## src/rtl/ber_meter.sv

```systemverilog
// Bit-error-rate meter: aligns the reference stream to the decoder output by a
// programmable strobe delay and counts mismatches per window and in total.
//
// state   | meaning
// FILL    | history priming after reset/clear/delay change; no compares
// MEASURE | every strobe compares dec_sig against the aligned reference
module ber_meter #(
  parameter int DLY_W  = 6,
  parameter int WINDOW = 1024,
  parameter int TOT_W  = 32
) (
  input  logic             clk_sig,
  input  logic             reset_sig,
  input  logic             en_sig,
  input  logic             ref_sig,
  input  logic             dec_sig,
  input  logic [DLY_W-1:0] delay_sig,
  input  logic             clear_sig,
  output logic             meas_sig,
  output logic             win_done_sig,
  output logic [16:0]      err_cnt_sig,
  output logic [TOT_W-1:0] total_err_sig,
  output logic [TOT_W-1:0] total_bit_sig
);

  localparam int HIST_W = (1 << DLY_W) - 1;

  typedef enum logic {FILL = 1'b0, MEASURE = 1'b1} state_t;

  state_t            state, state_nxt;
  logic [DLY_W-1:0]  delay_q;
  logic [DLY_W-1:0]  fill_cnt;
  logic [DLY_W-1:0]  tap_idx;
  logic [HIST_W-1:0] hist;
  logic [15:0]       win_bits;
  logic [16:0]       win_err;
  logic              dly_chg;
  logic              compare;
  logic              aligned;
  logic              miss;
  logic              win_last;

  assign dly_chg  = (delay_sig != delay_q);
  assign tap_idx  = delay_q - 1'b1;
  // hist[0] holds the ref bit of the previous strobe, so delay d taps hist[d-1]
  assign aligned  = (delay_q == '0) ? ref_sig : hist[tap_idx];
  assign miss     = compare && (dec_sig != aligned);
  assign win_last = compare && (win_bits == 16'(WINDOW - 1));
  assign meas_sig = (state == MEASURE);

  always_ff @(posedge clk_sig or negedge reset_sig) begin
    if (!reset_sig) state <= FILL;
    else            state <= state_nxt;
  end

  always_comb begin
    state_nxt = state;
    compare   = 1'b0;
    if (clear_sig || dly_chg) begin
      state_nxt = FILL;
    end else begin
      case (state)
        FILL: begin
          if (delay_q == '0)
            state_nxt = MEASURE;
          else if (en_sig && (fill_cnt == tap_idx))
            state_nxt = MEASURE;
        end
        MEASURE: compare = en_sig;
      endcase
    end
  end

  always_ff @(posedge clk_sig or negedge reset_sig) begin
    if (!reset_sig) begin
      delay_q       <= '0;
      fill_cnt      <= '0;
      hist          <= '0;
      win_bits      <= '0;
      win_err       <= '0;
      win_done_sig  <= 1'b0;
      err_cnt_sig   <= '0;
      total_err_sig <= '0;
      total_bit_sig <= '0;
    end else begin
      delay_q      <= delay_sig;
      win_done_sig <= 1'b0;
      if (clear_sig) begin
        // history deliberately survives a clear
        fill_cnt      <= '0;
        win_bits      <= '0;
        win_err       <= '0;
        err_cnt_sig   <= '0;
        total_err_sig <= '0;
        total_bit_sig <= '0;
      end else begin
        if (en_sig)
          hist <= (hist << 1) | HIST_W'(ref_sig);
        if (dly_chg) begin
          fill_cnt <= '0;
          win_bits <= '0;
          win_err  <= '0;
        end else if (state == FILL) begin
          if (en_sig)
            fill_cnt <= fill_cnt + 1'b1;
        end else if (compare) begin
          if (win_last) begin
            err_cnt_sig  <= win_err + 17'(miss);
            win_done_sig <= 1'b1;
            win_bits     <= '0;
            win_err      <= '0;
          end else begin
            win_bits <= win_bits + 1'b1;
            win_err  <= win_err + 17'(miss);
          end
          if (total_bit_sig != '1)
            total_bit_sig <= total_bit_sig + 1'b1;
          if (miss && (total_err_sig != '1))
            total_err_sig <= total_err_sig + 1'b1;
        end
      end
    end
  end

endmodule
```

## config.mk

```make
export PLATFORM = sky130hd
export DESIGN_NAME = ber_meter
export DESIGN_NICKNAME = d
export VERILOG_FILES = /design/src/rtl/ber_meter.sv
export SDC_FILE = /design/constraint.sdc
export NUM_CORES = 1
export LEC_CHECK = 0
export ABC_AREA = 1
export BUFFER_PORTS_ARGS = -buffer_cell sky130_fd_sc_hd__buf_2
export CAP_MARGIN = 20
export CELL_PAD_IN_SITES_DETAIL_PLACEMENT = 1
export CELL_PAD_IN_SITES_GLOBAL_PLACEMENT = 1
export CORE_MARGIN = 2
export CORE_UTILIZATION = 46
export DETAILED_ROUTE_END_ITERATION = 12
export GPL_TIMING_DRIVEN = 0
export PLACE_DENSITY_LB_ADDON = 0.1
export SLEW_MARGIN = 30
export SYNTH_ARGS = -nofsm -noshare
export SYNTH_HDL_FRONTEND = slang
export SYNTH_SLANG_ARGS = --single-unit
```

## constraint.sdc

```tcl
create_clock -name clk_sig -period 5 [get_ports clk_sig]
set_input_delay 1 -clock clk_sig [delete_from_list [all_inputs] [get_ports clk_sig]]
set_output_delay 1 -clock clk_sig [all_outputs]
set_load 0.01 [all_outputs]
```

==> results of run 1 <==
==> cell usage after synthesis, types with 11 or more instances <==
cell type / number
nor3_1: 32
nand4_1: 58
nor4_1: 17
nand2_1: 275
buf_6: 11
a21oi_1: 12
nand3_1: 122
xnor2_1: 23
o22ai_1: 18
o31ai_1: 18
xor2_1: 49
nor2_1: 72
mux2_2: 60
o21ai_1: 16
o21ai_0: 39
inv_1: 112
buf_2: 20
dfrtp_1: 191
==> flip-flops by register name, indices dropped and copies added (netlist names) <==
register and count:
fill_cnt 6, hist 63, win_err 17, win_bits 16
total_bit_sig 32, total_err_sig 32, win_done_sig 1, err_cnt_sig 17
delay_q 6, meas_sig 1
==> timing repair <==
item,in CTS,in global routing
hold buffers,0,0
gates resized for setup,0,6
endpoints found under the setup margin,0,6
==> kinds of logic (layout without fill, tap and decap cells) <==
family,count (synthesis),count (layout),share of synthesized area
flip-flops,191,191,0.455
AO/OA/AOI/OAI,114,114,0.0637
buffers and inverters,173,300,0.0751
multiplexers,60,60,0.0643
AND/OR/NAND/NOR,609,609,0.271
XOR/XNOR,73,73,0.0615
adder cells (fa/ha/maj),8,8,0.00952
==> stage by stage <==
step                      hold WS, ns   util  instances
after floorplan                 0.450      -       1228
after global routing            0.393  0.533       1640
final                           0.400  0.533       1640
after CTS                       0.393  0.532       1640
after detailed placement        0.465  0.507       1609
after global placement          0.459  0.504       1607
==> cell type report <==
| type | count | area (µm²) |
|---|---|---|
| Tap cell | 285 | 357 |
| Clock inverter | 11 | 108 |
| Clock buffer | 20 | 457 |
| Multi-Input combinational cell | 864 | 4960 |
| Fill cell | 2732 | 10500 |
| Inverter | 124 | 473 |
| Sequential cell | 191 | 4780 |
| Timing Repair Buffer | 96 | 536 |
| Buffer | 49 | 325 |
==> report_power, final <==
part / switching [mW] / internal, mW
combinational: 0.188 / 0.141
clock: 0.630 / 0.716
sequential: 0.0733 / 1.64
==> routing by layer <==
layer,part of all wire,global-route usage
met5,0,0
met4,0.012,0.0569
met3,0.029,0.0306
met2,0.49,0.436
met1,0.47,0.349
==> worst max-delay path by stage <==
stage / start / endpoint / slack, ns / depth (start not counted)
2_1_floorplan: delay_q[0] / win_err[16] / 1.21 / 29
3_3_place_gp: reset_sig / total_err_sig[17] / -0.31 / 1
3_5_place_dp: delay_q[0] / err_cnt_sig[16] / 0.30 / 29
4_1_cts: delay_q[0] / win_err[16] / 0.20 / 29
5_1_grt: delay_q[0] / win_err[16] / 0.009 / 28
6_report: delay_q[0] / win_err[16] / 0.40 / 29
==> metrics.yaml, run 1 <==
yosysTopAreaCell: "dfrtp_1"
place_hpwl_um: 21400
antenna_found_initial: 0
p_total_mw: 3.38
cp_slowest_cell: "dfrtp_1"
drive_gt1_frac: 0.197
tightest_slew_ns: 0.642
via_count: 9079
die_w_um: 155
cts_max_path_buffers: 2
synth_area_per_cell_um2: 8.56
synth_edf_count: 0
dr.pass1.iters: 6
fin_area_mm2: 0.0120
ant_nets: 0
clock_latency_ns: 0.44
hold_violations: 0
port-buffer-count: 94
ys_ff_latch: 191
post-route-period-util: 0.919
critPathArrivalTime_ns: 4.92
dieArea_mm2: 0.0241
status: "finished clean"
drtIter0Drc: 405
grt_setup_unrepaired: "no"
cp_top_family: "simple AND/OR/NAND/NOR gates"
syn2layout_area_growth_pct: 14.1
synthFlopType: "dfrtp_1"
min_path_type: "primary input to async pin"
grt_start_max_net_pins: 86
synth_area_leaders: "dfrtp_1, nand2_1, mux2_2"
cap_violations: 0
cts.sinks: 191
async_flop_share: 1.00
die_h_um: 155
fin_nets: 1363
cpMostUsedCell: "nand3_1"
ir_drop_mv: 0.194
coreArea_mm2: 0.0225
n_antenna_cell: 0
grt_use_total: 0.255
row_count: 55
required_ns: 5.32
criticalPathCategory: "register to register"
grt_pass1_vias: 9655
fin_setup_tns_ns: 0
total_leakage_power_nw: 5.61
final_common_cell: "nand2_1"
period_minus_slack_ns: 4.60
netlist_area_mm2: 0.0105
htree_levels: 4
slew_viol_final: 0
fin_worst_skew_ns: 0.0133
wl_um: 29500
layout_common_cells: "nand2_1, dfrtp_1, nand3_1"
postPlaceCellArea_mm2: 0.0114
grt-ovfl-total: 0
setup_slack_ns: 0.403
startpoint_type: "register"
powerDensity_mw_per_mm2: 282
max_freq_ghz: 0.218
synth_top_area_share: 0.455
yosys_warnings: 0
boundaryPins: 95
crit_fanout: 11
r2r-start: "delay_q[0]"
rr_worst_depth: 29
setup_viol: 0
slew_headroom: 0.572
post_drt_wl_per_cell_um: 18.0
dp_worst_setup_slack_ns: 0.301
syn-num-nets: 1248
r2r-end: "win_err[16]"
vias_per_cell: 5.54
gp_routability_congestion: 0.929
grt_pass1_wl_um: 49400
cts_root_buffer: "clkbuf_16"
max_stage_delay_ns: 0.38
postCtsSetupRepairBufs: 0
synth_cells: 1228
synth_cell_type_count: 45
start_util: 0.467
drc: 0
cts_tree: "built"
worst_setup_path_end_kind: "register"
path_clk_slew_ns: 0.08
path_buf_inv: 6
cts_buffers: 17
yosysSeqAreaShare: 0.455
r2r_slack_ns: 0.40
No activity file was read; power rests on OpenSTA's default activity.
==> run 2: changes to the inputs <==
- PLACE_DENSITY_LB_ADDON: 0.1 -> 0.15
==> run 2 against run 1 <==
Against the previous run: sequential cell count unchanged; non-clock buffer count unchanged; total power up 0.87%; global-route usage up 0.12 points; die area unchanged; final cell count about the same; core utilization up 0.050 points; largest power group unchanged.
==> metrics.yaml, run 2 (synthesis gave the netlist of run 1 again) <==
crit_fanout: 11  # unchanged
die_w_um: 155  # unchanged
ant_nets: 0  # unchanged
fin_util: 0.533  # about the same
fin_worst_skew_ns: 0.0155  # +0.00215 ns
rr_worst_depth: 29  # unchanged
port-buffer-count: 94  # unchanged
layout_common_cells: "nand2_1, dfrtp_1, nand3_1"
required_ns: 5.33  # about the same
cts_max_path_buffers: 2  # unchanged
n_antenna_cell: 0  # unchanged
grt_setup_unrepaired: "no"
drive_gt1_frac: 0.198  # +0.00133
hold_violations: 0  # unchanged
grt_pass1_wl_um: 49500  # +0.29%
seqPwrFrac: 0.500  # -0.005
grt_util_met1: 0.348  # -0.000432
cp_slowest_cell: "dfrtp_1"
clock_latency_ns: 0.44  # about the same
place_inst: 1609  # unchanged
slew_headroom: 0.579  # +0.00680
wl_um: 29400  # -0.23%
setup_viol: 0  # unchanged
post-route-period-util: 0.910  # -0.00925
via_count: 9061  # -0.20%
antenna_found_initial: 0  # unchanged
tightest_slew_ns: 0.632  # -0.0102 ns
total_leakage_power_nw: 5.61  # about the same
worst_setup_path_end_kind: "register"
finalNonFillerCells: 1641  # +0.061%
cp_top_family: "simple AND/OR/NAND/NOR gates"
htree_levels: 4  # unchanged
fin_area_mm2: 0.0120  # about the same
coreArea_mm2: 0.0225  # unchanged
dieArea_mm2: 0.0241  # unchanged
grt_use_met3: 0.0379  # +0.00724
startpoint_type: "register"
die_h_um: 155  # unchanged
syn2layout_area_growth_pct: 14.2  # about the same
internal_power_mw: 2.46  # -1.4%
status: "finished clean"
grt_pass1_vias: 9611  # -0.46%
grt_busiest_layer: "met2"
nFillCells: 2752  # +0.73%
largest-register: "hist"
reg_top3: "hist x63, total_bit_sig x32, total_err_sig x32"
grt_start_max_net_pins: 88  # +2.3%
cts_buffers: 17  # unchanged
place_hpwl_um: 21600  # +1.2%
cp-endpoint: "err_cnt_sig[16]"
path_depth: 29  # unchanged
row_count: 55  # unchanged
dr.pass1.iters: 4  # -2
critPathLaunch: "delay_q[0]"
pwr-share-clk: 0.403  # +0.005
gp_routability_congestion: 0.905  # -2.5%
max_stage_delay_ns: 0.39  # about the same
pwr-share-comb: 0.097  # about the same
grt-ovfl-total: 0  # unchanged
path_clk_slew_ns: 0.08  # about the same
powerDensity_mw_per_mm2: 284  # +0.77%
grt_use_total: 0.256  # +0.00120
r2r-start: "delay_q[0]"
critPathArrivalTime_ns: 4.88  # -0.04 ns
cts_tree: "built"
final_common_cell: "nand2_1"
largest_reg_flops: 63  # unchanged
p_sw_frac: 0.280  # +0.0168
period_minus_slack_ns: 4.55  # -0.0463 ns
drtIter0Drc: 401  # -0.99%
min_path_type: "primary input to async pin"
boundaryPins: 95  # unchanged
use_met2: 0.435  # -0.000847
r2r_slack_ns: 0.45  # +0.05 ns
ir_drop_mv: 0.165  # -15%
criticalPathCategory: "register to register"
cap_violations: 0  # unchanged
start_util: 0.467  # unchanged
cts.sinks: 191  # unchanged
slew_viol_final: 0  # unchanged
path_buf_inv: 6  # unchanged
r2r-end: "err_cnt_sig[16]"
post_drt_wl_per_cell_um: 17.9  # -0.29%
postPlaceCellArea_mm2: 0.0114  # unchanged
vias_per_cell: 5.52  # -0.26%
fin_nets: 1363  # unchanged
drc: 0  # unchanged
power.switching_mw: 0.956  # +7.3%
cpMostUsedCell: "nand3_1"
cts_root_buffer: "clkbuf_16"
max_freq_ghz: 0.220  # +1.0%
-- run 2: changes by cell type in the layout (fill, tap and decap cells not counted), sizes merged --
cell and change:
inv +7, clkinv -4, buf +1, clkinvlp +1, clkbuf -3, bufinv -1
-- run 2: worst min-delay path by stage --
stage,cells past startpoint,to,startpoint,slack (ns)
floorplan,1,fill_cnt[5],fill_cnt[5],0.45
global placement,2,err_cnt_sig[15],err_cnt_sig[15],0.46
detailed placement,2,err_cnt_sig[15],err_cnt_sig[15],0.46
CTS,1,hist[53],reset_sig,0.38
global route,1,hist[53],reset_sig,0.38
finish,1,hist[54],reset_sig,0.39
-- run 2: area by class of cell --
type	instances	area (µm²)	area share
clock buffer	18	439	0.0366
sequential	191	4780	0.398
buffer	49	323	0.0269
clock inverter	14	144	0.0120
timing repair buffer	96	536	0.0446
multi-input combinational	864	4950	0.413
inverter	124	470	0.0392
tap	285	357	0.0297
-- run 2: repair_timing --
item,CTS,global route
endpoints found under the setup margin,0,4
hold endpoints to repair,0,0
hold buffers,0,0
setup buffers,0,0
gates resized for setup,0,4
-- run 2: routing by layer --
| layer | vias up | wire (µm) |
|---|---|---|
| li1 | 4379 | - |
| met1 | 4502 | 13800 |
| met2 | 154 | 14400 |
| met3 | 26 | 956 |
| met4 | 0 | 298 |
| met5 | - | 0 |
-- run 2: per-stage QoR --
stage / power [mW] / setup TNS, ns / setup WS [ns] / hold WS (ns)
5_1_grt: 3.54 / 0 / 0.00243 / 0.382
3_5_place_dp: 2.07 / 0 / 0.257 / 0.463
6_report: 3.41 / 0 / 0.450 / 0.385
4_1_cts: 3.44 / 0 / 0.203 / 0.379
3_3_place_gp: 2.04 / -53.77 / -0.294 / 0.459
2_1_floorplan: 1.93 / 0 / 1.21 / 0.450
-- run 2: power by group through the flow --
| stage | registers [mW] | logic (mW) | clock network (mW) |
|---|---|---|---|
| 2_1_floorplan | 1.71 | 0.222 | 0 |
| 3_3_place_gp | 1.73 | 0.313 | 0 |
| 3_5_place_dp | 1.74 | 0.332 | 0 |
| 4_1_cts | 1.71 | 0.334 | 1.40 |
| 5_1_grt | 1.72 | 0.370 | 1.45 |
| 6_report | 1.71 | 0.329 | 1.38 |
-- run 2: worst reg2reg max path, delay by kind of cell, from the launching register on --
family	cells	cell delay, ns
AND/OR/NAND/NOR	19	2.26
flip-flops	1	0.39
XOR/XNOR	1	0.16
buffers and inverters	6	0.99
adder cells (fa/ha/maj)	3	0.64
==> run 3: changes to the inputs <==
- CORE_UTILIZATION: 46 -> 44
==> run 3 against run 2 <==
Against the previous run: highest routed layer unchanged; clock-buffer cell count is the same; sequential power is essentially flat; first-iteration DRC count grew 3.7%; global-route usage shrank 0.72 points; non-clock buffer count is the same; largest cell class unchanged; combinational power is essentially flat.
==> metrics.yaml, run 3 (synthesis gave the netlist of run 1 again) <==
required_ns: 5.35  # +0.02 ns
dieArea_mm2: 0.0251  # +4.4%
fin_worst_skew_ns: 0.0156  # +0.0000976 ns
drive_gt1_frac: 0.199  # +0.000737
largest_reg_flops: 63  # unchanged
cp_slowest_cell: "dfrtp_1"
hold_violations: 0  # unchanged
finalNonFillerCells: 1675  # +2.1%
drtIter0Drc: 416  # +3.7%
whs_ns: 0.420  # +0.0346 ns
grt-ovfl-total: 0  # unchanged
grt_use_total: 0.249  # -0.00720
cap_violations: 0  # unchanged
fin_nets: 1363  # unchanged
worst_setup_path_end_kind: "register"
wl_met1_um: 14100  # +2.3%
die_h_um: 159  # +2.2%
ir_drop_mv: 0.217  # +32%
cts_tree: "built"
min_path_type: "primary input to async pin"
start_util: 0.448  # -0.0193
max_freq_ghz: 0.219  # -0.15%
row_count: 56  # +1.8%
dr_wl_met3_um: 879  # -8.1%
post_drt_wl_per_cell_um: 17.7  # -1.4%
layout_common_cells: "nand2_1, dfrtp_1, nand3_1"
ctsHoldBuffers: 0  # unchanged
coreArea_mm2: 0.0235  # +4.3%
cts.sinks: 191  # unchanged
cts_root_buffer: "clkbuf_16"
place_hpwl_um: 21600  # -0.28%
drc: 0  # unchanged
antenna_found_initial: 0  # unchanged
fin_util: 0.514  # -0.0195
reg_top3: "hist x63, total_bit_sig x32, total_err_sig x32"
startpoint_type: "register"
slew_headroom: 0.572  # -0.00648
post-route-period-util: 0.911  # +0.00138
slew_viol_final: 0  # unchanged
powerDensity_mw_per_mm2: 284  # -0.23%
nFillCells: 2840  # +3.2%
fin_area_mm2: 0.0121  # +0.50%
max_stage_delay_ns: 0.38  # about the same
grt_pass1_vias: 9432  # -1.9%
cts_max_path_buffers: 2  # unchanged
multiInputGateArea_mm2: 0.00497  # +0.28%
tightest_slew_ns: 0.642  # +0.00972 ns
critPathArrivalTime_ns: 4.91  # +0.03 ns
cts_buffers: 17  # unchanged
criticalPathCategory: "register to register"
syn2layout_area_growth_pct: 14.8
setup_viol: 0  # unchanged
crit_fanout: 11  # unchanged
largest-register: "hist"
port-buffer-count: 94  # unchanged
postCtsSetupRepairBufs: 0  # unchanged
grt_start_max_net_pins: 85  # -3.4%
clock_latency_ns: 0.44  # about the same
n_antenna_cell: 0  # unchanged
period_minus_slack_ns: 4.56  # +0.00689 ns
wl_um: 29600  # +0.69%
total_leakage_power_nw: 5.64  # +0.48%
die_w_um: 159  # +2.2%
path_clk_slew_ns: 0.08  # about the same
vias_per_cell: 5.40  # -2.2%
grt_pass1_wl_um: 49400  # -0.25%
cpMostUsedCell: "nand3_1"
gp_routability_congestion: 0.911  # +0.59%
status: "finished clean"
via_count: 9041  # -0.22%
boundaryPins: 95  # unchanged
dr.pass1.iters: 4  # unchanged
place_inst: 1643  # +2.1%
ff_latch_area_mm2: 0.00478  # unchanged
final_common_cell: "nand2_1"
postPlaceCellArea_mm2: 0.0114  # +0.37%
ant_nets: 0  # unchanged
htree_levels: 4  # unchanged
wl_met2_um: 14200  # -0.98%
grt_setup_unrepaired: "no"
highest_layer: "met4"
run 3: final timing paths:
kind,startpoint,end,slack [ns],cells past startpoint
setup / recovery,delay_q[0],win_err[16],0.44,29
hold / removal,reset_sig,hist[53],0.42,1
setup reg to reg,delay_q[0],win_err[16],0.44,29
hold reg to reg,err_cnt_sig[15],err_cnt_sig[15],0.48,2
max in group asynchronous,reset_sig,total_err_sig[6],3.51,3
min in group clk_sig,err_cnt_sig[15],err_cnt_sig[15],0.48,2
run 3: what timing repair did:
item | 4_1_cts | 5_1_grt
hold endpoints to repair | 0 | 0
gates resized for setup | 0 | 7
setup endpoints to repair | 0 | 8
run 3: metrics by stage:
step	power [mW]	setup TNS, ns	worst slack [ns]
after floorplan	1.93	0	1.21
after global placement	2.05	-57.52	-0.318
after detailed placement	2.07	0	0.259
after CTS	3.46	0	0.0821
after global routing	3.57	0	0.00425
final	3.42	0	0.443
run 3: layer usage:
layer,track usage,up-vias
li1,-,4367
met1,0.339,4517
met2,0.419,122
met3,0.0332,35
met4,0.0648,0
met5,0,-
run 3: area by class of cell:
cell class                 instances  share of cell area
tap                              319              0.0331
sequential                       191               0.396
buffer                            49              0.0268
timing repair buffer              96              0.0444
inverter                         124              0.0392
clock inverter                    14              0.0120
multi-input combinational        864               0.412
clock buffer                      18              0.0364
run 3: critical path: cells and delay by family, from the launching register on:
kind | cells | cell delay (ns)
fa+ha+maj | 3 | 0.65
xor+xnor | 1 | 0.19
buf+inv | 6 | 0.92
compound gates | 1 | 0.11
flops | 1 | 0.38
simple gates | 18 | 2.20
run 3: power breakdown:
part | leakage, nW | internal [mW] | switching [mW]
clock | 0.285 | 0.719 | 0.663
combinational | 2.73 | 0.141 | 0.188
sequential | 2.62 | 1.64 | 0.0760
